File: src/rtl/muldiv_pkg.sv
`default_nettype none
// ============================================================================
// Module : muldiv_pkg
// Brief  : Shared op encodings, FSM states and negate helper for muldiv_unit.
// Rev    : 1.0  initial release
// ============================================================================
package muldiv_pkg;

    localparam logic [2:0] c_OP_MUL    = 3'b000;
    localparam logic [2:0] c_OP_MULH   = 3'b001;
    localparam logic [2:0] c_OP_MULHSU = 3'b010;
    localparam logic [2:0] c_OP_MULHU  = 3'b011;
    localparam logic [2:0] c_OP_DIV    = 3'b100;
    localparam logic [2:0] c_OP_DIVU   = 3'b101;
    localparam logic [2:0] c_OP_REM    = 3'b110;
    localparam logic [2:0] c_OP_REMU   = 3'b111;

    // Negate width; callers keep the low WIDTH or 2*WIDTH bits (WIDTH < 128).
    localparam int c_NEG_W = 256;

    typedef enum logic [1:0] {
        IDLE = 2'd0,
        CALC = 2'd1,
        DONE = 2'd2
    } state_t;

    function automatic logic [c_NEG_W-1:0] twos_neg(input logic [c_NEG_W-1:0] x);
        return ~x + {{(c_NEG_W-1){1'b0}}, 1'b1};
    endfunction

endpackage
`default_nettype wire

File: src/rtl/muldiv_step.sv
`default_nettype none
// ============================================================================
// Module : muldiv_step
// Brief  : One iteration of the shared datapath: shift-add multiply or
//          restoring shift-subtract divide over the {hi, lo} accumulator.
// Rev    : 1.0  initial release
// ============================================================================
module muldiv_step #(
    parameter int WIDTH = 32
) (
    input  logic             i_is_div,
    input  logic [WIDTH-1:0] i_hi,
    input  logic [WIDTH-1:0] i_lo,
    input  logic [WIDTH-1:0] i_opnd,
    output logic [WIDTH-1:0] o_hi_next,
    output logic [WIDTH-1:0] o_lo_next
);

    logic [WIDTH:0]   w_sum;
    logic [WIDTH:0]   w_shift;
    logic [WIDTH-1:0] w_diff;
    logic             w_fits;

    always_comb begin
        w_sum   = {1'b0, i_hi} + {1'b0, i_opnd & {WIDTH{i_lo[0]}}};
        w_shift = {i_hi, i_lo[WIDTH-1]};
        w_fits  = w_shift >= {1'b0, i_opnd};
        // Partial remainder stays below the divisor, so the difference fits WIDTH bits.
        w_diff  = w_shift[WIDTH-1:0] - i_opnd;
        if (i_is_div) begin
            o_hi_next = w_fits ? w_diff : w_shift[WIDTH-1:0];
            o_lo_next = {i_lo[WIDTH-2:0], w_fits};
        end else begin
            o_hi_next = w_sum[WIDTH:1];
            o_lo_next = {w_sum[0], i_lo[WIDTH-1:1]};
        end
    end

endmodule
`default_nettype wire

File: src/rtl/muldiv_unit.sv
`default_nettype none
// ============================================================================
// Module : muldiv_unit
// Brief  : Iterative RV32M multiply/divide unit with valid/ready handshakes.
// Rev    : 1.0  initial release
// ============================================================================
module muldiv_unit
    import muldiv_pkg::*;
#(
    parameter int WIDTH = 32,
    parameter int CNT_W = $clog2(WIDTH) + 1
) (
    input  logic             clk,
    input  logic             rst_n,
    input  logic             in_valid,
    output logic             in_ready,
    input  logic [2:0]       op,
    input  logic [WIDTH-1:0] a,
    input  logic [WIDTH-1:0] b,
    input  logic             kill,
    output logic             out_valid,
    input  logic             out_ready,
    output logic [WIDTH-1:0] result,
    output logic             busy
);

    localparam logic [WIDTH-1:0] c_MIN = {1'b1, {(WIDTH-1){1'b0}}};

    state_t           r_state;
    state_t           w_state_next;
    logic [2:0]       r_op;
    logic             r_neg;
    logic [WIDTH-1:0] r_hi;
    logic [WIDTH-1:0] r_lo;
    logic [WIDTH-1:0] r_opnd;
    logic [WIDTH-1:0] r_result;
    logic [CNT_W-1:0] r_cnt;

    logic               w_accept;
    logic               w_sign_a;
    logic               w_sign_b;
    logic [c_NEG_W-1:0] w_neg_a;
    logic [c_NEG_W-1:0] w_neg_b;
    logic [WIDTH-1:0]   w_mag_a;
    logic [WIDTH-1:0]   w_mag_b;
    logic               w_bzero;
    logic               w_ovf;
    logic               w_special;
    logic [WIDTH-1:0]   w_special_res;
    logic [WIDTH-1:0]   w_hi_next;
    logic [WIDTH-1:0]   w_lo_next;
    logic [2*WIDTH-1:0] w_fix_in;
    logic [c_NEG_W-1:0] w_fix_neg;
    logic [2*WIDTH-1:0] w_fixed;
    logic [WIDTH-1:0]   w_final;
    logic               w_unused_bits;

    assign w_accept = (r_state == IDLE) & in_valid & ~kill;

    // Operand sign/magnitude extraction at accept time
    assign w_sign_a = a[WIDTH-1] & ((op == c_OP_MULH) | (op == c_OP_MULHSU) |
                                    (op == c_OP_DIV)  | (op == c_OP_REM));
    assign w_sign_b = b[WIDTH-1] & ((op == c_OP_MULH) | (op == c_OP_DIV) | (op == c_OP_REM));
    assign w_neg_a  = twos_neg(c_NEG_W'(a));
    assign w_neg_b  = twos_neg(c_NEG_W'(b));
    assign w_mag_a  = w_sign_a ? w_neg_a[WIDTH-1:0] : a;
    assign w_mag_b  = w_sign_b ? w_neg_b[WIDTH-1:0] : b;

    assign w_bzero       = ~|b;
    assign w_ovf         = ((op == c_OP_DIV) | (op == c_OP_REM)) & (a == c_MIN) & (&b);
    assign w_special     = op[2] & (w_bzero | w_ovf);
    assign w_special_res = w_bzero ? (op[1] ? a : '1) : (op[1] ? '0 : a);

    muldiv_step #(
        .WIDTH (WIDTH)
    ) u_step (
        .i_is_div  (r_op[2]),
        .i_hi      (r_hi),
        .i_lo      (r_lo),
        .i_opnd    (r_opnd),
        .o_hi_next (w_hi_next),
        .o_lo_next (w_lo_next)
    );

    // The last iteration and sign correction share the final CALC edge.
    assign w_fix_in  = r_op[2] ? {{WIDTH{1'b0}}, (r_op[1] ? w_hi_next : w_lo_next)}
                               : {w_hi_next, w_lo_next};
    assign w_fix_neg = twos_neg(c_NEG_W'(w_fix_in));
    assign w_fixed   = r_neg ? w_fix_neg[2*WIDTH-1:0] : w_fix_in;
    assign w_final   = (~r_op[2] & (r_op[1:0] != 2'b00)) ? w_fixed[2*WIDTH-1:WIDTH]
                                                         : w_fixed[WIDTH-1:0];

    assign w_unused_bits = ^{w_neg_a[c_NEG_W-1:WIDTH], w_neg_b[c_NEG_W-1:WIDTH],
                             w_fix_neg[c_NEG_W-1:2*WIDTH]};

    always_ff @(posedge clk or negedge rst_n) begin
        if (!rst_n) begin
            r_state <= IDLE;
        end else begin
            r_state <= w_state_next;
        end
    end

    always_comb begin
        w_state_next = r_state;
        case (r_state)
            IDLE: if (w_accept) w_state_next = w_special ? DONE : CALC;
            CALC: begin
                if (kill) begin
                    w_state_next = IDLE;
                end else if (r_cnt == '0) begin
                    w_state_next = DONE;
                end
            end
            DONE:    if (kill | out_ready) w_state_next = IDLE;
            default: w_state_next = IDLE;
        endcase
    end

    always_ff @(posedge clk or negedge rst_n) begin
        if (!rst_n) begin
            r_op     <= '0;
            r_neg    <= 1'b0;
            r_hi     <= '0;
            r_lo     <= '0;
            r_opnd   <= '0;
            r_result <= '0;
            r_cnt    <= '0;
        end else if (w_accept) begin
            r_op   <= op;
            r_neg  <= (op == c_OP_REM) ? w_sign_a : (w_sign_a ^ w_sign_b);
            r_hi   <= '0;
            r_lo   <= op[2] ? w_mag_a : w_mag_b;
            r_opnd <= op[2] ? w_mag_b : w_mag_a;
            r_cnt  <= CNT_W'(WIDTH - 1);
            if (w_special) begin
                r_result <= w_special_res;
            end
        end else if (r_state == CALC) begin
            r_hi  <= w_hi_next;
            r_lo  <= w_lo_next;
            r_cnt <= r_cnt - CNT_W'(1);
            if (r_cnt == '0) begin
                r_result <= w_final;
            end
        end
    end

    assign in_ready  = (r_state == IDLE);
    assign busy      = (r_state != IDLE);
    assign out_valid = (r_state == DONE);
    assign result    = r_result;

endmodule
`default_nettype wire

File: config.mk
export PLATFORM = sky130hd
export DESIGN_NAME = muldiv_unit
export DESIGN_NICKNAME = d
export VERILOG_FILES = /design/src/rtl/muldiv_pkg.sv /design/src/rtl/muldiv_step.sv /design/src/rtl/muldiv_unit.sv
export SDC_FILE = /design/constraint.sdc
export NUM_CORES = 1
export LEC_CHECK = 0
export CAP_MARGIN = 20
export CORE_MARGIN = 4
export CORE_UTILIZATION = 55
export DETAILED_ROUTE_END_ITERATION = 16
export GPL_TIMING_DRIVEN = 0
export PLACE_DENSITY_LB_ADDON = 0.12
export SETUP_SLACK_MARGIN = 0.1
export SYNTH_ARGS = -nofsm -noshare
export SYNTH_HDL_FRONTEND = slang
export SYNTH_SLANG_ARGS = --single-unit
File: constraint.sdc
create_clock -name clk -period 5 [get_ports clk]
set_input_delay 1 -clock clk [delete_from_list [all_inputs] [get_ports clk]]
set_output_delay 1 -clock clk [all_outputs]
set_load 0.01 [all_outputs]
==> out/metrics.csv <==
stage;metric;value;unit
yosys;post-synth top area cell;dfrtp_1;
setup_path;Worst Reg2Reg Path Length in Cells;19;
cells_and_area;final net count;2534;
setup_path;Critical Path AT;5.17;ns
run_status;outcome;finished, final reports clean;
yosys;Yosys warning total;0;
timing;min cycle time layout;4.86;ns
timing;worst hold margin;0.443;ns
global_routing;vias in the first global route;18200;
placed_design;Buffers on Ports;106;
yosys;net count after synthesis;2352;
timing;Hold Vio Cnt, Final;0;
cts;TritonCTS buffer count;17;
yosys;Syn Area/Cell;7.25;um^2
timing;Layout Skew;0.0189;ns
global_routing;largest net degree at the start of global routing;95;
global_routing;initial antenna violation count;1;
timing;RSZ-0062 raised after global routing;yes;
detailed_routing;routed vias;19600;
cts;CTS Sinks;140;
detailed_routing;routed wire length;76400;um
setup_path;critical path type;reg2reg;
yosys;Post-Synthesis Cells;2208;
detailed_routing;drt initial violations;3332;
setup_path;Worst path slowest cell;dfrtp_1;
floorplanning;core box area;28700;um^2
flow_run;maxcap violations;0;
yosys;Area contributors post-synth;dfrtp_1 22%, a21oi_1 6.9%, o21ai_0 6.1%;
floorplanning;Die Area;31900;um^2
floorplanning;Site Rows;62;
global_routing;Congestion Overflow GR;0;
timing;Finish-stage setup viols;0;
floorplanning;DIE HEIGHT;179;um
yosys;synthesized area;16000;um^2
power_and_ir_drop;Pleak;0.00759;uW
floorplanning;Die W;179;um
timing;setup TNS;0;ns
placed_design;DP Wirelength;59600;um
setup_path;Top cell by count, worst path;buf_4;
yosys;Yosys cell types;102;
cts;CTS tree;yes;
floorplanning;IO Pins;107;
power_and_ir_drop;Peak VDD IR;0.282;mV
setup_path;CP required;5.31;ns
worst_hold_path;Hold Path Class;in2async;
cts;worst skew pair latency;0.46;ns
setup_path;WP buf/inv;5;
yosys;post-synthesis sequential area ratio;21.9;%
timing;final max-slew violation count;0;
timing;Slew headroom;20.8;%
setup_path;critical path endpoint category;flip-flop;
timing;fin crit share;97.3;%
setup_path;WP depth;19;
cts;hold_buf cts;0;
setup_path;R2R setup slack;0.14;ns
yosys;Yosys reg bits;140;
yosys;top-count cell post-synth;nor2_1;
yosys;Post-synth EDFFs;0;
setup_path;crit path max fanout;10;
setup_path;Startpoint Class;flip-flop;
placed_design;GPL Wtd Cong;1.12;
cells_and_area;share of cells above drive strength 1;13.2;%
setup_path;Critical Path Max Stage Delay;0.49;ns
cts;H-tree levels;4;
cts;Worst-path clk slew;0.08;ns
global_routing;Total Routing Usage GR;46.5;%
detailed_routing;TritonRoute pass-1 iters;8;
timing;worst slew pin tran;1.18;ns
yosys;Yosys top cell area share;21.9;%
detailed_routing;number of vias per cell;7.04;
yosys;Post-synth top cells;237 x nor2_1, 228 x nand2_1, 222 x a21oi_1;
power_and_ir_drop;Power per Cell Area;601;nW/um^2
yosys;asr flop ratio synth;100;%
setup_path;crit path cell chain;ha_1 -> nand4_1 -> buf_4 -> nor4_1 -> nand4_1 -> and4_1 -> buf_4 -> nand2_8 -> buf_12 -> mux2_2 -> o21a_1 -> nor3_4 -> buf_4 -> nand4_4 -> or2_1 -> buf_2 -> o41ai_2 -> xor2_1 -> a21oi_1;
cts;clk root buf;clkbuf_16;
detailed_routing;Post-route DRC;0;
cells_and_area;Synth-to-Final Area Change;21.3;%
yosys;ys flop type;dfrtp_1;
timing;Max Clock Freq;206;MHz
cts;clock tree buffer depth;2;
floorplanning;Initial Util;55.7;%
setup_path;Crit path max-delay family;simple AND/OR/NAND/NOR gates;
detailed_routing;Antenna Violating Nets Remaining;0;
detailed_routing;Avg WL per Cell;27.4;um
global_routing;first-pass GRT wire length;111000;um
worst reg2reg max path, stage by stage (launching register included):
cell	delay [ns]
dfrtp_1	0.49
ha_1	0.46
nand4_1	0.19
buf_4	0.20
nor4_1	0.17
nand4_1	0.17
and4_1	0.22
buf_4	0.19
nand2_8	0.12
buf_12	0.17
mux2_2	0.43
o21a_1	0.29
nor3_4	0.22
buf_4	0.16
nand4_4	0.09
or2_1	0.23
buf_2	0.21
o41ai_2	0.25
xor2_1	0.31
a21oi_1	0.12
state kept, by name (all words and copies together), names as in the netlist:
register  flops
r_opnd       32
r_state       2
r_lo         32
r_hi         32
r_cnt         6
r_neg         1
result       32
r_op          3
metal layers:
metal	up-vias	global-route usage [%]	part of all wire, %
met3	460	16.7	14
met1	9168	56.2	35
met2	1532	67.4	41
li1	8468	-	-
met4	4	35.0	9.8
met5	-	0	0.038
layout make-up:
cell class	count	area, um^2
antenna	2	5.00
buffer	132	617
clock buffer	17	425
clock inverter	15	143
fill	2460	9300
inverter	83	312
multi-input combinational	1844	12300
sequential	140	3520
tap	384	480
timing repair buffer	172	1570
report_power, final:
part           total (uW)  switching [uW]  leakage (uW)  internal [uW]
clock                1310             650      0.000273            663
combinational        8440            5460       0.00562           2980
sequential           1910             495       0.00170           1420
cells by family after synthesis:
kind of cell               share of synthesized area, %
and+or+nand+nor                                    25.4
AOI/OAI and AO/OA                                  29.2
buffers and inverters                              5.58
DFF                                                21.9
xor gates and xnor gates                           7.50
adders and majority gates                          5.85
muxes                                              4.55
per-stage QoR:
stage | instances | util, % | instance area, um^2 | setup slack [ns] | power [uW]
floorplan | 2208 | - | 16000 | 0.646 | 6440
global placement | 2698 | 61.1 | 17500 | -3.03 | 8730
detailed placement | 2699 | 61.2 | 17600 | -0.933 | 8830
CTS | 2740 | 64.5 | 18500 | 0.0825 | 10500
global route | 2787 | 67.6 | 19400 | 0.0525 | 12100
finish | 2789 | 67.6 | 19400 | 0.136 | 11700
placed cells by master, fill, tap and decap left out, types with 62 or more instances in the layout:
cell type        instances
nor2_1                 235
o21ai_0                192
buf_4                   65
xnor2_1                 78
nand3_1                 62
a21oi_1                211
dfrtp_1                124
inv_1                   82
clkdlybuf4s50_1        105
nand2_1                226
clkbuf_1                85
worst paths after layout:
path                                         from                endpoint
hold reg to reg            result[15]$_DFFE_PN0P_  result[15]$_DFFE_PN0P_
setup / recovery              r_hi[7]$_DFFE_PN0P_  result[26]$_DFFE_PN0P_
max in group asynchronous                   rst_n  r_opnd[30]$_DFFE_PN0P_
min in group clk           result[15]$_DFFE_PN0P_  result[15]$_DFFE_PN0P_
hold / removal                              rst_n    r_hi[18]$_DFFE_PN0P_
setup reg to reg              r_hi[7]$_DFFE_PN0P_  result[26]$_DFFE_PN0P_
what timing repair did:
action                     in CTS  in global routing
setup buffers                  18                 45
setup endpoints to repair      32                 32
pin swaps                      15                 45
cloned                          0                  1
gates resized for setup        63                138
Power figures use the tool's default switching activity.
